===== config.mk =====
export PLATFORM = sky130hd
export DESIGN_NAME = streetlight_sensor_conditioner
export DESIGN_NICKNAME = d
export VERILOG_FILES = /design/src/rtl/streetlight_sensor_conditioner.sv
export SDC_FILE = /design/constraint.sdc
export NUM_CORES = 1
export LEC_CHECK = 0
export CORE_MARGIN = 5
export CORE_UTILIZATION = 39
export CTS_CLUSTER_SIZE = 14
export DETAILED_ROUTE_END_ITERATION = 8
export SYNTH_ARGS = -nofsm -noshare
export SYNTH_HDL_FRONTEND = slang
export SYNTH_SLANG_ARGS = --single-unit
export TNS_END_PERCENT = 30

===== constraint.sdc =====
create_clock -name clk -period 2.7 [get_ports clk]
set_input_delay 0.405 -clock clk [delete_from_list [all_inputs] [get_ports clk]]
set_output_delay 0.405 -clock clk [all_outputs]
set_load 0.05 [all_outputs]

===== src/rtl/streetlight_sensor_conditioner.sv =====
// streetlight_sensor_conditioner
//   Produces clean, registered `day` and `veh_detect` decisions for the adaptive streetlight FSM.
//   Ambient light: threshold hysteresis plus DAY_CONFIRM consecutive-sample confirmation.
//   Vehicle loop: 2-flop synchroniser, VEH_DEBOUNCE-cycle debounce, VEH_HOLD-cycle hold stretch.
//
// Ports
//   clk        in   single clock, rising edge
//   rst_n      in   synchronous active-low reset
//   lux_valid  in   qualifies lux for one cycle
//   lux        in   [7:0] ambient light sample, unsigned
//   veh_raw    in   asynchronous vehicle loop / PIR level
//   day        out  registered, 1 = daylight confirmed
//   veh_detect out  registered, 1 = vehicle present or within hold window
//   day_change out  one-cycle pulse in the cycle `day` toggles
//   veh_count  out  [15:0] saturating count of qualified vehicle events
//
// Configuration macro
//   SENSOR_VEH_COUNT_EN  compiles in the veh_count register; otherwise veh_count is tied to zero.

module streetlight_sensor_conditioner #(
   parameter logic [7:0]  DAY_ON_TH    = 8'd160,
   parameter logic [7:0]  DAY_OFF_TH   = 8'd96,
   parameter int unsigned DAY_CONFIRM  = 16,
   parameter int unsigned VEH_DEBOUNCE = 4,
   parameter int unsigned VEH_HOLD     = 64
) (
   input  logic        clk,
   input  logic        rst_n,
   input  logic        lux_valid,
   input  logic [7:0]  lux,
   input  logic        veh_raw,
   output logic        day,
   output logic        veh_detect,
   output logic        day_change,
   output logic [15:0] veh_count
);

   localparam logic [7:0]  DayConfirm  = 8'(DAY_CONFIRM);
   localparam logic [7:0]  VehDebounce = 8'(VEH_DEBOUNCE);
   localparam logic [15:0] VehHold     = 16'(VEH_HOLD);

   typedef enum logic [1:0] {StNight, StToDay, StDay, StToNight} day_state_e;
   typedef enum logic [1:0] {StVIdle, StVQual, StVActive, StVHold} veh_state_e;

   // ---------------- Day path ----------------
   day_state_e day_state_q, day_state_d;
   logic [7:0] cc_q, cc_d;
   logic       day_q, day_d;
   logic       day_change_q, day_change_d;
   logic       lux_on, lux_off;

   assign lux_on  = (lux >= DAY_ON_TH);
   assign lux_off = (lux <= DAY_OFF_TH);

   always_comb begin
      day_state_d  = day_state_q;
      cc_d         = cc_q;
      day_d        = day_q;
      day_change_d = 1'b0;
      if (lux_valid) begin
         case (day_state_q)
            StNight: begin
               if (lux_on) begin
                  day_state_d = StToDay;
                  cc_d        = 8'd1;
               end
            end
            StToDay: begin
               if (!lux_on) begin
                  day_state_d = StNight;
                  cc_d        = 8'd0;
               end else if (cc_q + 8'd1 == DayConfirm) begin
                  day_state_d  = StDay;
                  cc_d         = 8'd0;
                  day_d        = 1'b1;
                  day_change_d = 1'b1;
               end else begin
                  cc_d = cc_q + 8'd1;
               end
            end
            StDay: begin
               if (lux_off) begin
                  day_state_d = StToNight;
                  cc_d        = 8'd1;
               end
            end
            StToNight: begin
               if (!lux_off) begin
                  day_state_d = StDay;
                  cc_d        = 8'd0;
               end else if (cc_q + 8'd1 == DayConfirm) begin
                  day_state_d  = StNight;
                  cc_d         = 8'd0;
                  day_d        = 1'b0;
                  day_change_d = 1'b1;
               end else begin
                  cc_d = cc_q + 8'd1;
               end
            end
            default: begin
               day_state_d = StNight;
               cc_d        = 8'd0;
               day_d       = 1'b0;
            end
         endcase
      end
   end

   always_ff @(posedge clk) begin
      if (!rst_n) begin
         day_state_q  <= StNight;
         cc_q         <= 8'd0;
         day_q        <= 1'b0;
         day_change_q <= 1'b0;
      end else begin
         day_state_q  <= day_state_d;
         cc_q         <= cc_d;
         day_q        <= day_d;
         day_change_q <= day_change_d;
      end
   end

   assign day        = day_q;
   assign day_change = day_change_q;

   // ---------------- Vehicle path ----------------
   logic        s1_q, s2_q;
   veh_state_e  veh_state_q, veh_state_d;
   logic [7:0]  db_q, db_d;
   logic [15:0] hold_q, hold_d;
   logic        veh_q, veh_d;
   logic        veh_event;

   always_comb begin
      veh_state_d = veh_state_q;
      db_d        = db_q;
      hold_d      = hold_q;
      veh_d       = veh_q;
      veh_event   = 1'b0;
      case (veh_state_q)
         StVIdle: begin
            if (s2_q) begin
               veh_state_d = StVQual;
               db_d        = 8'd1;
            end
         end
         StVQual: begin
            if (!s2_q) begin
               veh_state_d = StVIdle;
               db_d        = 8'd0;
            end else if (db_q + 8'd1 == VehDebounce) begin
               veh_state_d = StVActive;
               db_d        = 8'd0;
               veh_d       = 1'b1;
               veh_event   = 1'b1;
            end else begin
               db_d = db_q + 8'd1;
            end
         end
         StVActive: begin
            if (!s2_q) begin
               veh_state_d = StVHold;
               hold_d      = 16'd1;
            end
         end
         StVHold: begin
            // Returning high inside the hold window is the same vehicle: no re-debounce, no count.
            if (s2_q) begin
               veh_state_d = StVActive;
               hold_d      = 16'd0;
            end else if (hold_q + 16'd1 == VehHold) begin
               veh_state_d = StVIdle;
               hold_d      = 16'd0;
               veh_d       = 1'b0;
            end else begin
               hold_d = hold_q + 16'd1;
            end
         end
         default: begin
            veh_state_d = StVIdle;
            db_d        = 8'd0;
            hold_d      = 16'd0;
            veh_d       = 1'b0;
         end
      endcase
   end

   always_ff @(posedge clk) begin
      if (!rst_n) begin
         s1_q        <= 1'b0;
         s2_q        <= 1'b0;
         veh_state_q <= StVIdle;
         db_q        <= 8'd0;
         hold_q      <= 16'd0;
         veh_q       <= 1'b0;
      end else begin
         s1_q        <= veh_raw;
         s2_q        <= s1_q;
         veh_state_q <= veh_state_d;
         db_q        <= db_d;
         hold_q      <= hold_d;
         veh_q       <= veh_d;
      end
   end

   assign veh_detect = veh_q;

`ifdef SENSOR_VEH_COUNT_EN
   logic [15:0] veh_count_q;

   always_ff @(posedge clk) begin
      if (!rst_n) begin
         veh_count_q <= 16'h0000;
      end else if (veh_event && (veh_count_q != 16'hFFFF)) begin
         veh_count_q <= veh_count_q + 16'd1;
      end
   end

   assign veh_count = veh_count_q;
`else
   logic unused_veh_event;
   assign unused_veh_event = veh_event;
   assign veh_count        = 16'h0000;
`endif

endmodule


; ---- Word-level counts from Yosys, hierarchy flattened
; Index checks and enable logic that the tools add are counted.
; Widths: inputs -> output; s select.
[word_totals]
mem_bits_ro = 0
output_inout_bits = 19
ramBits = 0
input_bits = 12
memories = 0
reg_bits = 41
latch_bits = 0
[op_classes]
addsub = 3
shift = 0
reduce_logical = 14
div_mod_pow = 0
n_lt_le_gt_ge = 2
eq_ne = 25
n_bitwise = 0
muxes = 42
mul = 0
[op_table]
columns = op, count
row1 = $mux 8, 8
row2 = $mux 16, 3
row3 = $pmux 16 s2, 1
row4 = $pmux 8 s4, 1
row5 = $mux 2, 12
row6 = $ne 2x2->1 const B, 12
row7 = $add 16x1->16 const B, 1
row8 = $add 8x1->8 const B, 2
row9 = $eq 16x7->1 const B, 1
row10 = $pmux 2 s4, 2
row11 = $pmux 8 s2, 1
row12 = $ne 3x3->1 const B, 4
row13 = $mux 1, 11
row14 = $reduce_and 5->1, 2
row15 = $eq 2x2->1 const B, 4
row16 = $eq 8x3->1 const B, 1
row17 = $eq 8x5->1 const B, 1
row18 = $ge 8x8->1 const B, 1
row19 = $le 8x7->1 const B, 1
row20 = $reduce_bool 2->1, 4
row21 = $pmux 1 s2, 3
row22 = $reduce_and 2->1, 3
row23 = $reduce_and 6->1, 1
row24 = $eq 2x1->1 const B, 2
row25 = other kinds (3), 4

; ---- Depth between registers and ports, before layout
[logic_depth]
word_depth = 5
depth_mapped = 8
depth_no_buf = 8

; ---- Least setup slack after synthesis
; Ideal clock, no wire load.
[synth_timing]
kind = register to register
start = register hold_q[0]
end = register hold_q[6]
t_required_ns = 2.577
arrival_time_ns = 2.046
stages_incl_launch_ff = 9
path_slack_ns = 0.531
synth_period_minus_slack_ns = 2.169
setup_ns = 0.123
cell_sequence = dfxtp_1 > ha_1 > nand2_1 > or4_4 > o31ai_4 > and2_4 > nand4_4 > a41oi_2 > mux2i_1
[synth_via]
elab_chain_len = 5
[synth_lines]
columns = element, line_no
row1 = "start, declared", 130  ; logic [15:0] hold_q, hold_d;
row2 = "start signal, assigned", 201  ; hold_q <= hold_d;
row3 = $add 16x1->16 (*), "171, 176"
row4 = $eq 16x7->1, 171  ; end else if (hold_q + 16'd1 == VehHold) begin
row5 = $mux 16 (*), 171
row6 = $mux 16 (*), 168  ; if (s2_q) begin
row7 = $pmux 16 s2 (*), 140  ; case (veh_state_q)
; Every way passes the cells marked *; elsewhere a longest branch is shown, timed or not.
; A chain may end at the register's enable or synchronous reset.

; ---- Worst setup path in the final report
; Ends and elaborated chain as after synthesis.

==> metrics.yaml <==
p_per_area_mw_per_mm2: 418
num_vias: 2332
cts_sinks: 41
ys_top_cells_by_area: "dfxtp_1, nand2_1, buf_4"
fin_nets: 361
core_sq_mm: 0.00676
crit_path_top_delay_cell: "or4_4"
post_cts_buffers: 0
timing.fmax_mhz: 427
io_pins: 31
crit_fanout: 7
final_common_cell: "dfxtp_1"
status: "complete, no violations"
period_share_pct: 86.8
setup_slack_ns: 0.357
grt_pass1_vias: 2053
place_hpwl_um: 4080
cts_hold_buf: 0
syn_area_sq_mm: 0.00268
vdd.ir_drop.worst_mv: 0.217
slew_headroom_pct: 51.5
hold_viol_final: 0
cts_made_buffers: 5
ys_ff_latch: 41
first_pass_iters: 4
grt_usage_pct: 13.8
fin_tns_setup_ns: 0
crit_required_ns: 2.87
slew_violations: 0
worst_pin_slew_ns: 0.723
wirelength_um: 5790
num_antenna_cells: 0
cp_cell_sequence: "ha_1, nand2_1, or4_4, o31ai_4, and2_4, nand4_4, a41oi_2, mux2i_1"
avgSynthCellArea_sq_um: 8.00
rows: 30
start_util_pct: 39.6
drive_gt1_share_pct: 8.12
ys_dominant_reg_cell: "dfxtp_1"
finClkSkew_ns: 0.0112
layout_common_cells: "dfxtp_1, nand2_1, nor2_1"
grt_pass1_wl_um: 9680
synth-seq-area-share_pct: 30.6
die_h_um: 92.9
overflow: 0
synth_top_area_share_pct: 30.6
hold_path.class: "reg2reg"
setup.worst_path.start_class: "register"
finalSetupViolCount: 0
cts_buffer_depth: 2
die_area_sq_mm: 0.00863
crit_family: "simple AND/OR/NAND/NOR gates"
worstPathArrival_ns: 2.52
wl_per_cell_um: 13.6
cts_resized: 0
drt_iter0_markers: 110
insertion_delay_ns: 0.30
synth_warnings: 0
htreeDepth: 2
leakagePower_nw: 0.971
syn_inst: 335
tritoncts: "done"
cpPeakStageDelay_ns: 0.57
grt_max_degree: 21
synthToLayoutAreaGrowth_pct: 7.71
critical_path_class: "reg2reg"
finalCriticalPeriod_ns: 2.34
fp.dieW_um: 92.9
clk_pin_slew_worst_paths_ns: 0.08
place_congestion: 0.825
crit_path_end_kind: "register"
antenna_found_initial: 0
rsz0062_at_grt: "no"
maxCapViolations: 0
synth-edff-count: 0
drc_errors: 0
nFillCells: 709
yosysTopAreaCell: "dfxtp_1"
port-buffer-count: 14
worst-path-buf-inv: 0
regArea_sq_um: 821
multi_input_area_sq_mm: 0.00165
root_buffer: "clkbuf_8"
synth_cell_type_count: 63
ant_nets: 0
synth_async_sr_flop_share_pct: 0
viasPerCell: 5.49
dp_slack_ns: 0.161
kinds of logic (layout without fill, tap and decap cells):
logic type,count (synthesis),count (layout),share of synthesized area [%]
AO/OA/AOI/OAI,76,76,19.9
AND/OR/NAND/NOR,157,157,31.6
other,1,16,0.140
multiplexers,5,5,1.87
buffers and inverters,39,34,10.0
XOR/XNOR,12,12,3.92
flip-flops,41,41,30.6
adder cells (fa/ha/maj),4,4,1.87
routing by layer:
metal / up-vias / routed length [um] / GRT usage [%]
met1: 1109 / 2870 / 18.4
met2: 25 / 2710 / 22.4
met4: 0 / 67 / 4.76
met5: - / 0 / 0
li1: 1193 / - / -
met3: 5 / 139 / 2.19
worst paths after layout:
path	start	to	slack (ns)	depth (start not counted)
worst max register to register	hold_q[0]	hold_q[6]	0.36	8
worst min-delay path	s1_q	s2_q	0.44	1
worst max-delay path	hold_q[0]	hold_q[6]	0.36	8
worst min register to register	s1_q	s2_q	0.44	1
per-stage QoR:
stage	total power, mW	area (sq um)	utilization, %	hold WS, ns	cells
after global routing	1.26	2890	42.7	0.481	425
final	1.21	2890	42.7	0.439	425
after global placement	0.737	2780	41.2	0.415	418
after floorplan	0.727	2740	-	0.412	350
after detailed placement	0.738	2780	41.2	0.422	418
after CTS	1.23	2890	42.7	0.444	425
cell usage after synthesis (4+ instances only):
| cell | number |
|---|---|
| a21oi_1 | 16 |
| a22oi_1 | 5 |
| and2_1 | 5 |
| and3_1 | 7 |
| buf_4 | 17 |
| clkbuf_1 | 8 |
| dfxtp_1 | 41 |
| ha_1 | 4 |
| inv_1 | 6 |
| mux2i_1 | 5 |
| nand2_1 | 35 |
| nand2b_1 | 6 |
| nand3_1 | 24 |
| nand4_1 | 6 |
| nand4b_1 | 5 |
| nor2_1 | 31 |
| nor3_1 | 10 |
| o21a_1 | 4 |
| o21ai_0 | 19 |
| o31ai_1 | 5 |
| or3_1 | 4 |
| xnor2_1 | 8 |
| xor2_1 | 4 |
final cells by class:
class                      instances  share of cell area (%)
sequential                        41                    28.4
inverter                           6                   0.781
timing repair buffer              21                    6.68
tap                               80                    3.47
clock inverter                     2                    1.21
multi-input combinational        270                    57.0
clock buffer                       5                    2.39
state kept, by name, summed over array words and instances (netlist names), named ones only:
register,flops
s1_q,1
day_state_q,2
veh_detect,1
day,1
hold_q,16
s2_q,1
day_change,1
veh_state_q,1
cc_q,8
db_q,8
power breakdown:
part	internal [mW]	switching, mW	leakage, nW
clock	0.269	0.214	0.0540
sequential	0.608	0.00615	0.331
combinational	0.0275	0.0815	0.586
Power figures use the tool's default switching activity.
